**src/rtl/instr_fetch_if.sv**
```systemverilog
// Fetch-stage bus: IM port, hazard/redirect inputs and IF/ID outputs.
// master is the fetch stage; slave is the IM/decode/EX side.
interface instr_fetch_if;
  logic        stall_IF_ID;
  logic        flow_change_ID_EX;
  logic [15:0] dst_ID_EX;
  logic [15:0] instr;
  logic [15:0] iaddr;
  logic        rd_en;
  logic [15:0] instr_IF_ID;
  logic [15:0] pc_IF_ID;
  logic        valid_IF_ID;
  logic        halted;
  logic [15:0] fetch_cnt;

  modport master (
    input  stall_IF_ID, flow_change_ID_EX, dst_ID_EX, instr,
    output iaddr, rd_en, instr_IF_ID, pc_IF_ID, valid_IF_ID,
    output halted, fetch_cnt
  );

  modport slave (
    output stall_IF_ID, flow_change_ID_EX, dst_ID_EX, instr,
    input  iaddr, rd_en, instr_IF_ID, pc_IF_ID, valid_IF_ID,
    input  halted, fetch_cnt
  );
endinterface

```
**src/rtl/instr_fetch.sv**
```systemverilog
// Fetch stage: owns the PC, drives IM, loads the IF/ID register.
// Handles decode stalls, EX redirects and HLT detection.
module instr_fetch #(
  parameter logic [15:0] RESET_PC   = 16'h0000,
  parameter logic [15:0] NOP_INSTR  = 16'hB000,
  parameter logic [3:0]  HLT_OPCODE = 4'hF
) (
  input logic clk,
  input logic rst,
  instr_fetch_if.master bus
);

  typedef enum logic {RUN, HALTED} state_t;

  state_t      state;
  state_t      state_n;
  logic [15:0] pc;
  logic [15:0] pc_inc;
  logic [15:0] instr_q;
  logic [15:0] pc_q;
  logic        valid_q;
  logic [15:0] cnt_q;
  logic        is_hlt;
  logic        flow;
  logic        stall;
  logic        halted_o;
  logic        rd_en_o;

  assign flow   = bus.flow_change_ID_EX;
  assign stall  = bus.stall_IF_ID;
  assign pc_inc = pc + 16'd1;
  assign is_hlt = (bus.instr[15:12] == HLT_OPCODE);

  // State register.
  always_ff @(posedge clk or posedge rst) begin
    if (rst) state <= RUN;
    else     state <= state_n;
  end

  // Next state: a fetched HLT parks fetch; only a redirect restarts it.
  always_comb begin
    state_n = state;
    unique case (state)
      RUN:    if (!flow && !stall && is_hlt) state_n = HALTED;
      HALTED: if (flow) state_n = RUN;
      default: state_n = RUN;
    endcase
  end

  // Outputs of the FSM: halt flag and IM read enable.
  always_comb begin
    halted_o = 1'b0;
    rd_en_o  = 1'b0;
    unique case (state)
      RUN:     rd_en_o  = ~stall & ~rst;
      HALTED:  halted_o = 1'b1;
      default: rd_en_o  = 1'b0;
    endcase
  end

  // PC and IF/ID register: redirect beats stall beats normal fetch.
  always_ff @(posedge clk or posedge rst) begin
    if (rst) begin
      pc      <= RESET_PC;
      instr_q <= NOP_INSTR;
      pc_q    <= 16'h0000;
      valid_q <= 1'b0;
      cnt_q   <= 16'h0000;
    end else if (flow) begin
      pc      <= bus.dst_ID_EX;
      instr_q <= NOP_INSTR;
      valid_q <= 1'b0;
    end else if (stall) begin
      pc      <= pc;
    end else if (state == RUN) begin
      instr_q <= bus.instr;
      pc_q    <= pc_inc;
      valid_q <= 1'b1;
      cnt_q   <= cnt_q + 16'd1;
      if (!is_hlt) pc <= pc_inc;
    end else begin
      instr_q <= NOP_INSTR;
      valid_q <= 1'b0;
    end
  end

  assign bus.iaddr       = pc;
  assign bus.rd_en       = rd_en_o;
  assign bus.halted      = halted_o;
  assign bus.instr_IF_ID = instr_q;
  assign bus.pc_IF_ID    = pc_q;
  assign bus.valid_IF_ID = valid_q;
  assign bus.fetch_cnt   = cnt_q;

endmodule

```
**src/flat_wrapper.sv**
```systemverilog
// flat-port wrapper written by rule: the top's interface ports become plain ports
module instr_fetch_flat 
#(
  parameter logic [15:0] RESET_PC   = 16'h0000,
  parameter logic [15:0] NOP_INSTR  = 16'hB000,
  parameter logic [3:0]  HLT_OPCODE = 4'hF
)
  (clk, rst, bus_stall_IF_ID, bus_flow_change_ID_EX, bus_dst_ID_EX, bus_instr, bus_iaddr, bus_rd_en, bus_instr_IF_ID, bus_pc_IF_ID, bus_valid_IF_ID, bus_halted, bus_fetch_cnt);
  instr_fetch_if bus_i ();
  input logic clk;
  input logic rst;
  input wire logic [$bits(bus_i.stall_IF_ID)-1:0] bus_stall_IF_ID;
  input wire logic [$bits(bus_i.flow_change_ID_EX)-1:0] bus_flow_change_ID_EX;
  input wire logic [$bits(bus_i.dst_ID_EX)-1:0] bus_dst_ID_EX;
  input wire logic [$bits(bus_i.instr)-1:0] bus_instr;
  output wire logic [$bits(bus_i.iaddr)-1:0] bus_iaddr;
  output wire logic [$bits(bus_i.rd_en)-1:0] bus_rd_en;
  output wire logic [$bits(bus_i.instr_IF_ID)-1:0] bus_instr_IF_ID;
  output wire logic [$bits(bus_i.pc_IF_ID)-1:0] bus_pc_IF_ID;
  output wire logic [$bits(bus_i.valid_IF_ID)-1:0] bus_valid_IF_ID;
  output wire logic [$bits(bus_i.halted)-1:0] bus_halted;
  output wire logic [$bits(bus_i.fetch_cnt)-1:0] bus_fetch_cnt;
  assign bus_i.stall_IF_ID = bus_stall_IF_ID;
  assign bus_i.flow_change_ID_EX = bus_flow_change_ID_EX;
  assign bus_i.dst_ID_EX = bus_dst_ID_EX;
  assign bus_i.instr = bus_instr;
  assign bus_iaddr = bus_i.iaddr;
  assign bus_rd_en = bus_i.rd_en;
  assign bus_instr_IF_ID = bus_i.instr_IF_ID;
  assign bus_pc_IF_ID = bus_i.pc_IF_ID;
  assign bus_valid_IF_ID = bus_i.valid_IF_ID;
  assign bus_halted = bus_i.halted;
  assign bus_fetch_cnt = bus_i.fetch_cnt;
  instr_fetch #(.RESET_PC(RESET_PC), .NOP_INSTR(NOP_INSTR), .HLT_OPCODE(HLT_OPCODE)) u_core (.clk(clk), .rst(rst), .bus(bus_i));
endmodule
```
**config.mk**
```make
export PLATFORM = sky130hd
export DESIGN_NAME = instr_fetch_flat
export DESIGN_NICKNAME = d
export VERILOG_FILES = /design/src/rtl/instr_fetch_if.sv /design/src/rtl/instr_fetch.sv /design/src/flat_wrapper.sv
export SDC_FILE = /design/constraint.sdc
export NUM_CORES = 1
export LEC_CHECK = 0
export CAP_MARGIN = 20
export CORE_ASPECT_RATIO = 1.5
export CORE_MARGIN = 2
export CORE_UTILIZATION = 40
export CTS_CLUSTER_DIAMETER = 30
export DETAILED_ROUTE_END_ITERATION = 12
export PLACE_DENSITY = 0.72
export SYNTH_ARGS = -nofsm -noshare
export SYNTH_HDL_FRONTEND = slang
export SYNTH_SLANG_ARGS = --single-unit
```
**constraint.sdc**
```tcl
create_clock -name clk -period 5.5 [get_ports clk]
set_input_delay 1.1 -clock clk [delete_from_list [all_inputs] [get_ports clk]]
set_output_delay 1.1 -clock clk [all_outputs]
set_load 0.005 [all_outputs]
```
==> results of run 1 <==
==> report_power, final <==
part | internal (uW) | switching (uW) | total [uW]
logic | 175 | 105 | 280
clock network | 362 | 196 | 557
registers | 546 | 71.1 | 617
total | 1080 | 372 | 1450
==> stage by stage <==
| stage | hold WS [ns] | instance area (sq um) | utilization |
|---|---|---|---|
| 6_report | 0.4717 | 4482 | 0.5964 |
| 4_1_cts | 0.4733 | 4454 | 0.5927 |
| 2_1_floorplan | 0.4683 | 3060 | - |
| 3_3_place_gp | 0.4604 | 4164 | 0.5541 |
| 5_1_grt | 0.4834 | 4482 | 0.5964 |
| 3_5_place_dp | 0.4665 | 4164 | 0.5541 |
==> area by class of cell <==
class                           instances  area, sq um
Clock buffer                           13        250.2
Clock inverter                          3        40.04
Fill cell                             674         3033
Inverter                                6        22.52
Multi-Input combinational cell        216         1315
Sequential cell                        66         1655
Tap cell                              102        127.6
Timing Repair Buffer                  106         1071
==> flip-flops by register name, summed over array words and instances (netlist names) <==
name and flops:
u_core.bus.fetch_cnt 16, u_core.bus.iaddr 16, u_core.bus.instr_IF_ID 16, u_core.bus.pc_IF_ID 16, u_core.bus.valid_IF_ID 1, u_core.state 1
==> worst min path at each step <==
| stage | from | end | slack [ns] | cells after the start |
|---|---|---|---|---|
| global placement | u_core.bus.valid_IF_ID | u_core.bus.valid_IF_ID | 0.46 | 2 |
| CTS | u_core.bus.fetch_cnt[15] | u_core.bus.fetch_cnt[15] | 0.47 | 1 |
| floorplan | u_core.bus.fetch_cnt[15] | u_core.bus.fetch_cnt[15] | 0.47 | 1 |
| finish | u_core.bus.fetch_cnt[15] | u_core.bus.fetch_cnt[15] | 0.47 | 1 |
| global route | u_core.bus.fetch_cnt[15] | u_core.bus.fetch_cnt[15] | 0.48 | 1 |
| detailed placement | u_core.bus.fetch_cnt[15] | u_core.bus.fetch_cnt[15] | 0.47 | 1 |
==> critical path: cells and delay by family <==
| family | cells | cell delay [ns] |
|---|---|---|
| simple gates | 2 | 0.49 |
| buf+inv | 2 | 0.99 |
==> cells by family (layout without fill, tap and decap cells) <==
logic type / Yosys count / in the layout / synth area share
AND/OR/NAND/NOR: 123 / 123 / 0.2007
flip-flops: 66 / 66 / 0.5409
AO/OA/AOI/OAI: 56 / 56 / 0.1202
XOR/XNOR: 34 / 34 / 0.09730
buffers and inverters: 21 / 128 / 0.02943
adder cells (fa/ha/maj): 2 / 2 / 0.008175
multiplexers: 1 / 1 / 0.003271
==> synth_stat cells (4+ instances only) <==
cell,count
sky130_fd_sc_hd__nor3_1,5
sky130_fd_sc_hd__a31oi_1,9
sky130_fd_sc_hd__nor4_1,5
sky130_fd_sc_hd__nand2_1,44
sky130_fd_sc_hd__xnor2_1,24
sky130_fd_sc_hd__xor2_1,10
sky130_fd_sc_hd__and4_1,4
sky130_fd_sc_hd__or3_1,6
sky130_fd_sc_hd__o21ai_0,26
sky130_fd_sc_hd__nand3_1,12
sky130_fd_sc_hd__dfrtp_1,63
sky130_fd_sc_hd__a22o_1,13
sky130_fd_sc_hd__nand4_1,9
sky130_fd_sc_hd__inv_1,6
sky130_fd_sc_hd__clkbuf_1,10
sky130_fd_sc_hd__nor2_1,18
==> placed cells by master, fill, tap and decap left out, types with 2 or more instances in the layout <==
cell type / synthesis / routed
sky130_fd_sc_hd__a22o_1: 13 / 13
sky130_fd_sc_hd__a31oi_1: 9 / 9
sky130_fd_sc_hd__and2_1: 2 / 2
sky130_fd_sc_hd__and3_1: 3 / 3
sky130_fd_sc_hd__and4_1: 4 / 4
sky130_fd_sc_hd__buf_4: 0 / 3
sky130_fd_sc_hd__clkbuf_1: 10 / 3
sky130_fd_sc_hd__clkbuf_16: 0 / 9
sky130_fd_sc_hd__clkdlybuf4s50_1: 0 / 102
sky130_fd_sc_hd__clkinv_2: 0 / 2
sky130_fd_sc_hd__dfrtp_1: 63 / 63
sky130_fd_sc_hd__dfstp_2: 3 / 3
sky130_fd_sc_hd__ha_1: 2 / 2
sky130_fd_sc_hd__inv_1: 6 / 5
sky130_fd_sc_hd__nand2_1: 44 / 44
sky130_fd_sc_hd__nand2b_1: 3 / 3
sky130_fd_sc_hd__nand3_1: 12 / 12
sky130_fd_sc_hd__nand4_1: 9 / 9
sky130_fd_sc_hd__nor2_1: 18 / 18
sky130_fd_sc_hd__nor3_1: 5 / 5
sky130_fd_sc_hd__nor3b_1: 3 / 3
sky130_fd_sc_hd__nor4_1: 5 / 5
sky130_fd_sc_hd__o21ai_0: 26 / 26
sky130_fd_sc_hd__o22a_1: 3 / 3
sky130_fd_sc_hd__o31a_1: 3 / 3
sky130_fd_sc_hd__or2_2: 2 / 2
sky130_fd_sc_hd__or3_1: 6 / 6
sky130_fd_sc_hd__or4_1: 3 / 3
sky130_fd_sc_hd__xnor2_1: 24 / 24
sky130_fd_sc_hd__xor2_1: 10 / 10
==> metal layers <==
metal | track usage | part of all wire | vias to the layer above
li1 | - | - | 1278
met1 | 0.2497 | 0.41 | 1227
met2 | 0.3188 | 0.53 | 85
met3 | 0.03909 | 0.048 | 9
met4 | 0.06550 | 0.015 | 0
met5 | 0 | 0 | -
==> impl_metrics.yaml, run 1 <==
route:
  detail_route.wl_per_cell_um: 15.22
  post-route-drc-count: 0
  overall_routed_net_length_mm: 7.793
  post_route_antenna_net_violation_count: 0
  route.vias.total: 2599
  viasPerCell: 5.076
  initialDrtViolationCount: 113
  firstDrtPassIters: 4
placement:
  gp_routability_congestion: 0.8031
  place_worst_setup_slack_ns: 1.765
  place.detailed.hpwl_mm: 5.557
  port_buffers: 102
  placed_cells: 495
clock_network:
  clk_transition_reported_paths_ns: 0.05
  cts-hold-fix-buffers: 0
  ctsLongestPathBuffers: 2
  worst_skew_pair.late_latency_ns: 0.32
  cts_tree: "done"
  cts-htree-levels: 3
  clock_sinks: 66
  post_cts_resized: 0
  cts_root_buf: "sky130_fd_sc_hd__clkbuf_16"
  cts_buffers: 9
  cts.repair_timing.setup_buffer_count: 0
finish:
  antenna_cells_inserted: 0
  final_layout_size_suffix_gt1_frac: 0.05610
  final_nets: 443
  area.growth.synth_to_final_pct: 46.44
  final_cell_count_no_fill: 512
timing:
  final_hold_fails: 0
  final_critical_path_setup_slack_ns: 1.826
  final-max-slew-violation-count: 0
  timing.fmax_mhz: 272.2
  timing.clock.skew_ns: 0.008384
  setup-violations-final: 0
  grt_setup_unrepaired: "false"
  period_share: 0.6680
  slew_headroom: 0.3790
  worst_max_slew_pin_slew_ns: 0.9296
  final.min_clock_period_ns: 3.674
  finalSetupTns_ns: 0
global_route:
  initial_antenna_violation_count: 0
  pin_count_of_the_biggest_net_entering_global_routing: 67
  grt.overflow.total: 0
  via_count_of_the_first_global_routing_pass: 2510
  global_route_wire_length_before_repair_mm: 12.50
  grt.total_usage: 0.1942
logic_synthesis:
  synth_area_per_inst_sq_um: 10.10
  yosys.cell_types.count: 36
  netlist.area_leader.share: 0.5151
  netlist_area_before_placement_sq_um: 3060
  synthCells: 303
  share_of_synthesized_area_occupied_by_flip_flops_and_latches: 0.5409
  ys.warnings.count: 0
  number_of_enable_type_register_cells_in_the_synthesized_netlist: 0
  syn-num-nets: 341
  post_synth_main_area_contributors: "sky130_fd_sc_hd__dfrtp_1 (52%), sky130_fd_sc_hd__xnor2_1 (6.9%), sky130_fd_sc_hd__nand2_1 (5.4%), sky130_fd_sc_hd__o21ai_0 (4.3%), sky130_fd_sc_hd__a22o_1 (3.7%)"
  synthFlopType: "sky130_fd_sc_hd__dfrtp_1"
  yosys.area.top_type: "sky130_fd_sc_hd__dfrtp_1"
  ys_ff_latch: 66
  synth_async_sr_flop_share: 1.000
die:
  ios: 103
  start_util: 0.4073
  floorplan.die.height_um: 111.1
  die_x_um: 75.42
  core.rowCount: 39
  core_area_sq_um: 7515
  die-area_sq_um: 8381
worst_setup_path:
  reg2reg_setup_slack_ns: 2.96
  critPathCaptureType: "primary output"
  maximum_net_fanout_on_the_critical_path: 8
  timing.critical_path.from: "bus_stall_IF_ID"
  critical-path-slowest-cell: "sky130_fd_sc_hd__clkdlybuf4s50_1"
  critPathMostFrequentCell: "sky130_fd_sc_hd__clkdlybuf4s50_1"
  worstReg2RegStart: "u_core.bus.iaddr[0]"
  required_ns: 4.40
  worstRegToRegCells: 5
  critical-path-max-stage-delay_ns: 0.51
  worstSetupEndpoint: "bus_rd_en"
  critical_path.cell_chain: "clkdlybuf4s50_1 > or2_1 > nor2_1 > clkdlybuf4s50_1"
  endpoint_of_the_lowest_slack_register_to_register_path: "u_core.bus.iaddr[12]"
  critical_path_arrival_ns: 2.57
  critical_path.startpoint_type: "input pin"
  critPathKind: "input pin to primary output"
power_and_ir_drop:
  power.static_leakage_uw: 0.001847
  power.total_uw: 1454
  power_density_nw_per_um2: 324.5
  ir_worst_vdd_mv: 0.1938
job:
  max_cap_violations: 0
worst_hold_path:
  min_path_type: "register to register"
run_status:
  run_status: "completed"
Note: power is estimated with default switching activity, not from simulation.
==> run 2, diff against run 1 <==
- clock period: 5.5 -> 3.7 ns (I/O delays scaled with it)
==> impl_metrics.yaml, run 2 (synthesis results as in run 1) <==
clock_network:
  cts_buffers: 9
  ctsLongestPathBuffers: 2
  cts-htree-levels: 3
  worst_skew_pair.late_latency_ns: 0.32
  post_cts_resized: 0
  cts.repair_timing.setup_buffer_count: 0
  clock_sinks: 66
  cts_root_buf: "sky130_fd_sc_hd__clkbuf_16"
  cts-hold-fix-buffers: 0
  clk_transition_reported_paths_ns: 0.05
  cts_tree: "done"
timing:
  final.min_clock_period_ns: 3.000
  final_hold_fails: 0
  period_share: 0.8107
  timing.clock.skew_ns: 0.006480
  setup-violations-final: 0
  worst_max_slew_pin_slew_ns: 0.9353
  grt_setup_unrepaired: "false"
  final_critical_path_setup_slack_ns: 0.7004
  finalSetupTns_ns: 0
  final-max-slew-violation-count: 0
  slew_headroom: 0.3752
  timing.fmax_mhz: 333.4
worst_hold_path:
  hold_path_startpoint: "u_core.bus.pc_IF_ID[1]"
  worst_hold_path.num_cells: 2
  hold_critical_path_endpoint: "u_core.bus.pc_IF_ID[1]"
  min_path_type: "register to register"
job:
  max_cap_violations: 0
global_route:
  initial_antenna_violation_count: 0
  global_route_wire_length_before_repair_mm: 12.94
  grt.total_usage: 0.2032
  grt.overflow.total: 0
  via_count_of_the_first_global_routing_pass: 2551
  pin_count_of_the_biggest_net_entering_global_routing: 38
finish:
  area.growth.synth_to_final_pct: 45.46
  filler_cell_count: 682
  final_layout_size_suffix_gt1_frac: 0.06068
  layout_commonest_cell: "sky130_fd_sc_hd__clkdlybuf4s50_1"
  final_nets: 445
  layout.cell_area.non_filler_sq_um: 4452
  antenna_cells_inserted: 0
  most-common-layout-cells: "sky130_fd_sc_hd__clkdlybuf4s50_1 (102), sky130_fd_sc_hd__dfrtp_1 (63), sky130_fd_sc_hd__nand2_1 (44), sky130_fd_sc_hd__o21ai_0 (26), sky130_fd_sc_hd__xnor2_1 (24)"
  final_cell_count_no_fill: 514
power_and_ir_drop:
  p_seq_frac: 0.440
  clockPowerShare: 0.361
  power.static_leakage_uw: 0.001837
  power_frac_comb: 0.199
  p_sw_frac: 0.2608
  ir_worst_vdd_mv: 0.2572
  internal_power_uw: 1537
  power_density_nw_per_um2: 467.1
  switching_power_uw: 542.4
placement:
  detailed_place.area_sq_um: 4187
  place_worst_setup_slack_ns: 0.5848
  port_buffers: 102
  place.detailed.hpwl_mm: 5.787
  placed_cells: 498
  gp_routability_congestion: 0.8157
die:
  core.rowCount: 39
  core_area_sq_um: 7515
  start_util: 0.4073
  floorplan.die.height_um: 111.1
  ios: 103
  die-area_sq_um: 8381
  die_x_um: 75.42
worst_setup_path:
  worstRegToRegCells: 5
  critPathCaptureType: "primary output"
  reg2reg_setup_slack_ns: 1.16
  critical_path.startpoint_type: "input pin"
  maximum_net_fanout_on_the_critical_path: 8
  critical_path_arrival_ns: 2.26
  worstReg2RegStart: "u_core.bus.iaddr[0]"
  endpoint_of_the_lowest_slack_register_to_register_path: "u_core.bus.iaddr[12]"
  required_ns: 2.96
  critPathKind: "input pin to primary output"
route:
  firstDrtPassIters: 4
  viasPerCell: 5.169
  post-route-drc-count: 0
  detail_route.wl_per_cell_um: 15.19
  post_route_antenna_net_violation_count: 0
  route.vias.total: 2657
  overall_routed_net_length_mm: 7.806
  initialDrtViolationCount: 138
run_status:
  run_status: "completed"
## run 2: how the worst max path moves through the flow
stage                          startpoint                    to  cells after the start
after floorplan           bus_stall_IF_ID  u_core.bus.iaddr[12]                      6
after global placement    bus_stall_IF_ID  u_core.bus.iaddr[12]                      5
after detailed placement  bus_stall_IF_ID  u_core.bus.iaddr[12]                      5
after CTS                 bus_stall_IF_ID             bus_rd_en                      4
after global routing      bus_stall_IF_ID             bus_rd_en                      4
final                     bus_stall_IF_ID             bus_rd_en                      4
## run 2: metrics by stage
step	util	total power (uW)	hold WS, ns
finish	0.5924	2080	0.4759
CTS	0.5924	2101	0.4793
global placement	0.5571	1334	0.4597
global route	0.5924	2192	0.4994
detailed placement	0.5571	1343	0.4662
floorplan	-	1070	0.4683
## run 2: critical path: stages
cell and delay, ns:
sky130_fd_sc_hd__clkdlybuf4s50_1 0.51, sky130_fd_sc_hd__or2_1 0.37, sky130_fd_sc_hd__nor2_1 0.12, sky130_fd_sc_hd__clkdlybuf4s50_1 0.51
## run 2: per-layer routing
| layer | global-route usage | part of all wire | vias to the layer above |
|---|---|---|---|
| met1 | 0.2567 | 0.41 | 1277 |
| met2 | 0.3374 | 0.52 | 90 |
| met3 | 0.03545 | 0.051 | 11 |
| met4 | 0.07719 | 0.019 | 0 |
| met5 | 0 | 0 | - |
| li1 | - | - | 1279 |
## run 2: power by group through the flow
stage | Clock, uW | Sequential (uW) | Combinational, uW
after global placement | 0 | 921 | 413
after global routing | 803 | 929 | 460
after detailed placement | 0 | 925 | 419
after floorplan | 0 | 907 | 163
final | 751 | 914 | 415
after CTS | 766 | 913 | 422
## run 2: area by class of cell
class / instances / area, sq um / share of cell area
flip-flops and latches: 66 / 1655 / 0.3718
multi-input cells: 216 / 1315 / 0.2954
repair buffers: 108 / 1066 / 0.2395
clock buffers: 13 / 250.2 / 0.05621
well taps: 102 / 127.6 / 0.02867
inverters: 6 / 22.52 / 0.005059
clock inverters: 3 / 15.01 / 0.003373
==> run 3, diff against run 2 <==
- PLACE_DENSITY: 0.72 -> 0.74
- clock period: 3.7 -> 2.45 ns (I/O delays scaled with it)
==> impl_metrics.yaml, run 3 (synthesis results as in run 1) <==
worst_setup_path:
  required_ns: 2.70
  critical_path_arrival_ns: 2.43
  path_depth: 6
  worst-path-buf-inv: 2
  critical-path-max-stage-delay_ns: 0.57
  critPathCaptureType: "register"
  critical-path-slowest-cell: "sky130_fd_sc_hd__or4_1"
  cp_top_family: "simple AND/OR/NAND/NOR gates"
  reg2reg_setup_slack_ns: 0.30
  maximum_net_fanout_on_the_critical_path: 6
  worstRegToRegCells: 6
  critPathKind: "input pin to register"
  critical_path.startpoint_type: "input pin"
  critical_path.cell_chain: "clkdlybuf4s50_1 > or2_1 > or4_1 > buf_4 > or3_1 > a31oi_1"
route:
  overall_routed_net_length_mm: 8.132
  firstDrtPassIters: 4
  route.vias.total: 2717
  post_route_antenna_net_violation_count: 0
  viasPerCell: 5.126
  initialDrtViolationCount: 105
  post-route-drc-count: 0
  detail_route.wl_per_cell_um: 15.34
placement:
  place.detailed.hpwl_mm: 6.018
  port_buffers: 102
  detailed_place.area_sq_um: 4319
  placed_cells: 514
  gp_routability_congestion: 0.8255
timing:
  grt_setup_unrepaired: "false"
  finalSetupTns_ns: 0
  setup-violations-final: 0
  slew_headroom: 0.3285
  timing.clock.skew_ns: 0.009243
  final-max-slew-violation-count: 0
  timing.fmax_mhz: 458.1
  period_share: 0.8909
  final.min_clock_period_ns: 2.183
  worst_max_slew_pin_slew_ns: 1.005
  final_hold_fails: 0
die:
  core.rowCount: 39
  die_x_um: 75.42
  floorplan.die.height_um: 111.1
  start_util: 0.4073
  ios: 103
  die-area_sq_um: 8381
  core_area_sq_um: 7515
clock_network:
  cts_tree: "done"
  cts-htree-levels: 3
  cts_root_buf: "sky130_fd_sc_hd__clkbuf_16"
  cts-hold-fix-buffers: 0
  worst_skew_pair.late_latency_ns: 0.33
  clock_sinks: 66
  ctsLongestPathBuffers: 2
  clk_transition_reported_paths_ns: 0.05
  cts_buffers: 9
finish:
  antenna_cells_inserted: 0
  final_layout_size_suffix_gt1_frac: 0.09579
  filler_cell_count: 685
  final_nets: 461
  area.growth.synth_to_final_pct: 49.59
  final-seq-area_sq_um: 1655
  layout.cell_area.non_filler_sq_um: 4578
  final_cell_count_no_fill: 530
  multi_input_area_sq_um: 1315
  most-common-layout-cells: "sky130_fd_sc_hd__clkdlybuf4s50_1 (101), sky130_fd_sc_hd__dfrtp_1 (63), sky130_fd_sc_hd__nand2_1 (44), sky130_fd_sc_hd__o21ai_0 (26), sky130_fd_sc_hd__xnor2_1 (24)"
  layout_commonest_cell: "sky130_fd_sc_hd__clkdlybuf4s50_1"
worst_hold_path:
  min_path_type: "register to register"
  worst_hold_path.num_cells: 2
global_route:
  via_count_of_the_first_global_routing_pass: 2631
  grt.total_usage: 0.2016
  pin_count_of_the_biggest_net_entering_global_routing: 67
  global_route_wire_length_before_repair_mm: 12.78
  grt.overflow.total: 0
  initial_antenna_violation_count: 0
power_and_ir_drop:
  power.static_leakage_uw: 0.001930
  ir_worst_vdd_mv: 0.4492
  power_density_nw_per_um2: 685.9
job:
  max_cap_violations: 0
run_status:
  run_status: "completed"
run 3: cell types whose count changed in the layout (fill, tap and decap cells not counted):
cell                              delta
sky130_fd_sc_hd__clkbuf_8            -1
sky130_fd_sc_hd__buf_12              +1
sky130_fd_sc_hd__buf_4              +15
sky130_fd_sc_hd__clkinv_2            +1
sky130_fd_sc_hd__dlymetal6s2s_1      +1
sky130_fd_sc_hd__clkdlybuf4s50_1     -1
run 3: final timing paths:
kind	from	end
min in group asynchronous	rst	u_core.bus.fetch_cnt[10]
max in group asynchronous	rst	u_core.bus.instr_IF_ID[13]
max reg2reg	u_core.bus.iaddr[1]	u_core.bus.iaddr[8]
min reg2reg	u_core.bus.valid_IF_ID	u_core.bus.valid_IF_ID
max	bus_stall_IF_ID	u_core.bus.iaddr[8]
min	u_core.bus.valid_IF_ID	u_core.bus.valid_IF_ID
run 3: what timing repair did:
item,in CTS,in global routing
buffers inserted,0,0
resized for setup,0,1
endpoints found under the setup margin,0,1
run 3: area by class of cell:
class	instances	share of cell area
clock buffer	12	0.05165
tap	102	0.02788
inverter	6	0.004919
multi-input combinational	216	0.2872
clock inverter	4	0.004373
sequential	66	0.3616
timing repair buffer	124	0.2624
run 3: power by group:
| part | switching, uW | total [uW] | internal [uW] | leakage, uW |
|---|---|---|---|---|
| logic | 251 | 656 | 406 | 0.000972 |
| registers | 147 | 1370 | 1230 | 0.000828 |
| clock network | 435 | 1110 | 677 | 0.000130 |
| total | 833 | 3140 | 2310 | 0.00193 |
run 3: metrics by stage:
step | total power [uW] | hold WS (ns) | setup WS (ns) | utilization
2_1_floorplan | 1615 | 0.4683 | 0.2330 | -
3_5_place_dp | 2052 | 0.4676 | -0.04806 | 0.5748
3_3_place_gp | 2030 | 0.4602 | -0.02071 | 0.5748
4_1_cts | 3182 | 0.4802 | 0.03954 | 0.6089
6_report | 3140 | 0.4736 | 0.2673 | 0.6092
5_1_grt | 3304 | 0.5097 | 0.1865 | 0.6092
run 3: layer usage:
metal | routed length, um | track usage | part of all wire
met4 | 209 | 0.08889 | 0.026
met3 | 408 | 0.04273 | 0.050
met5 | 0 | 0 | 0
met1 | 3240 | 0.2455 | 0.40
met2 | 4274 | 0.3328 | 0.53
run 3: worst reg2reg max path: cells and delay by family, from the launching register on:
kind                     cells  cell delay (ns)
AND/OR/NAND/NOR              3             1.02
flip-flops                   1             0.43
buffers and inverters        1             0.18
AO/OA/AOI/OAI                1             0.18
adder cells (fa/ha/maj)      1             0.26
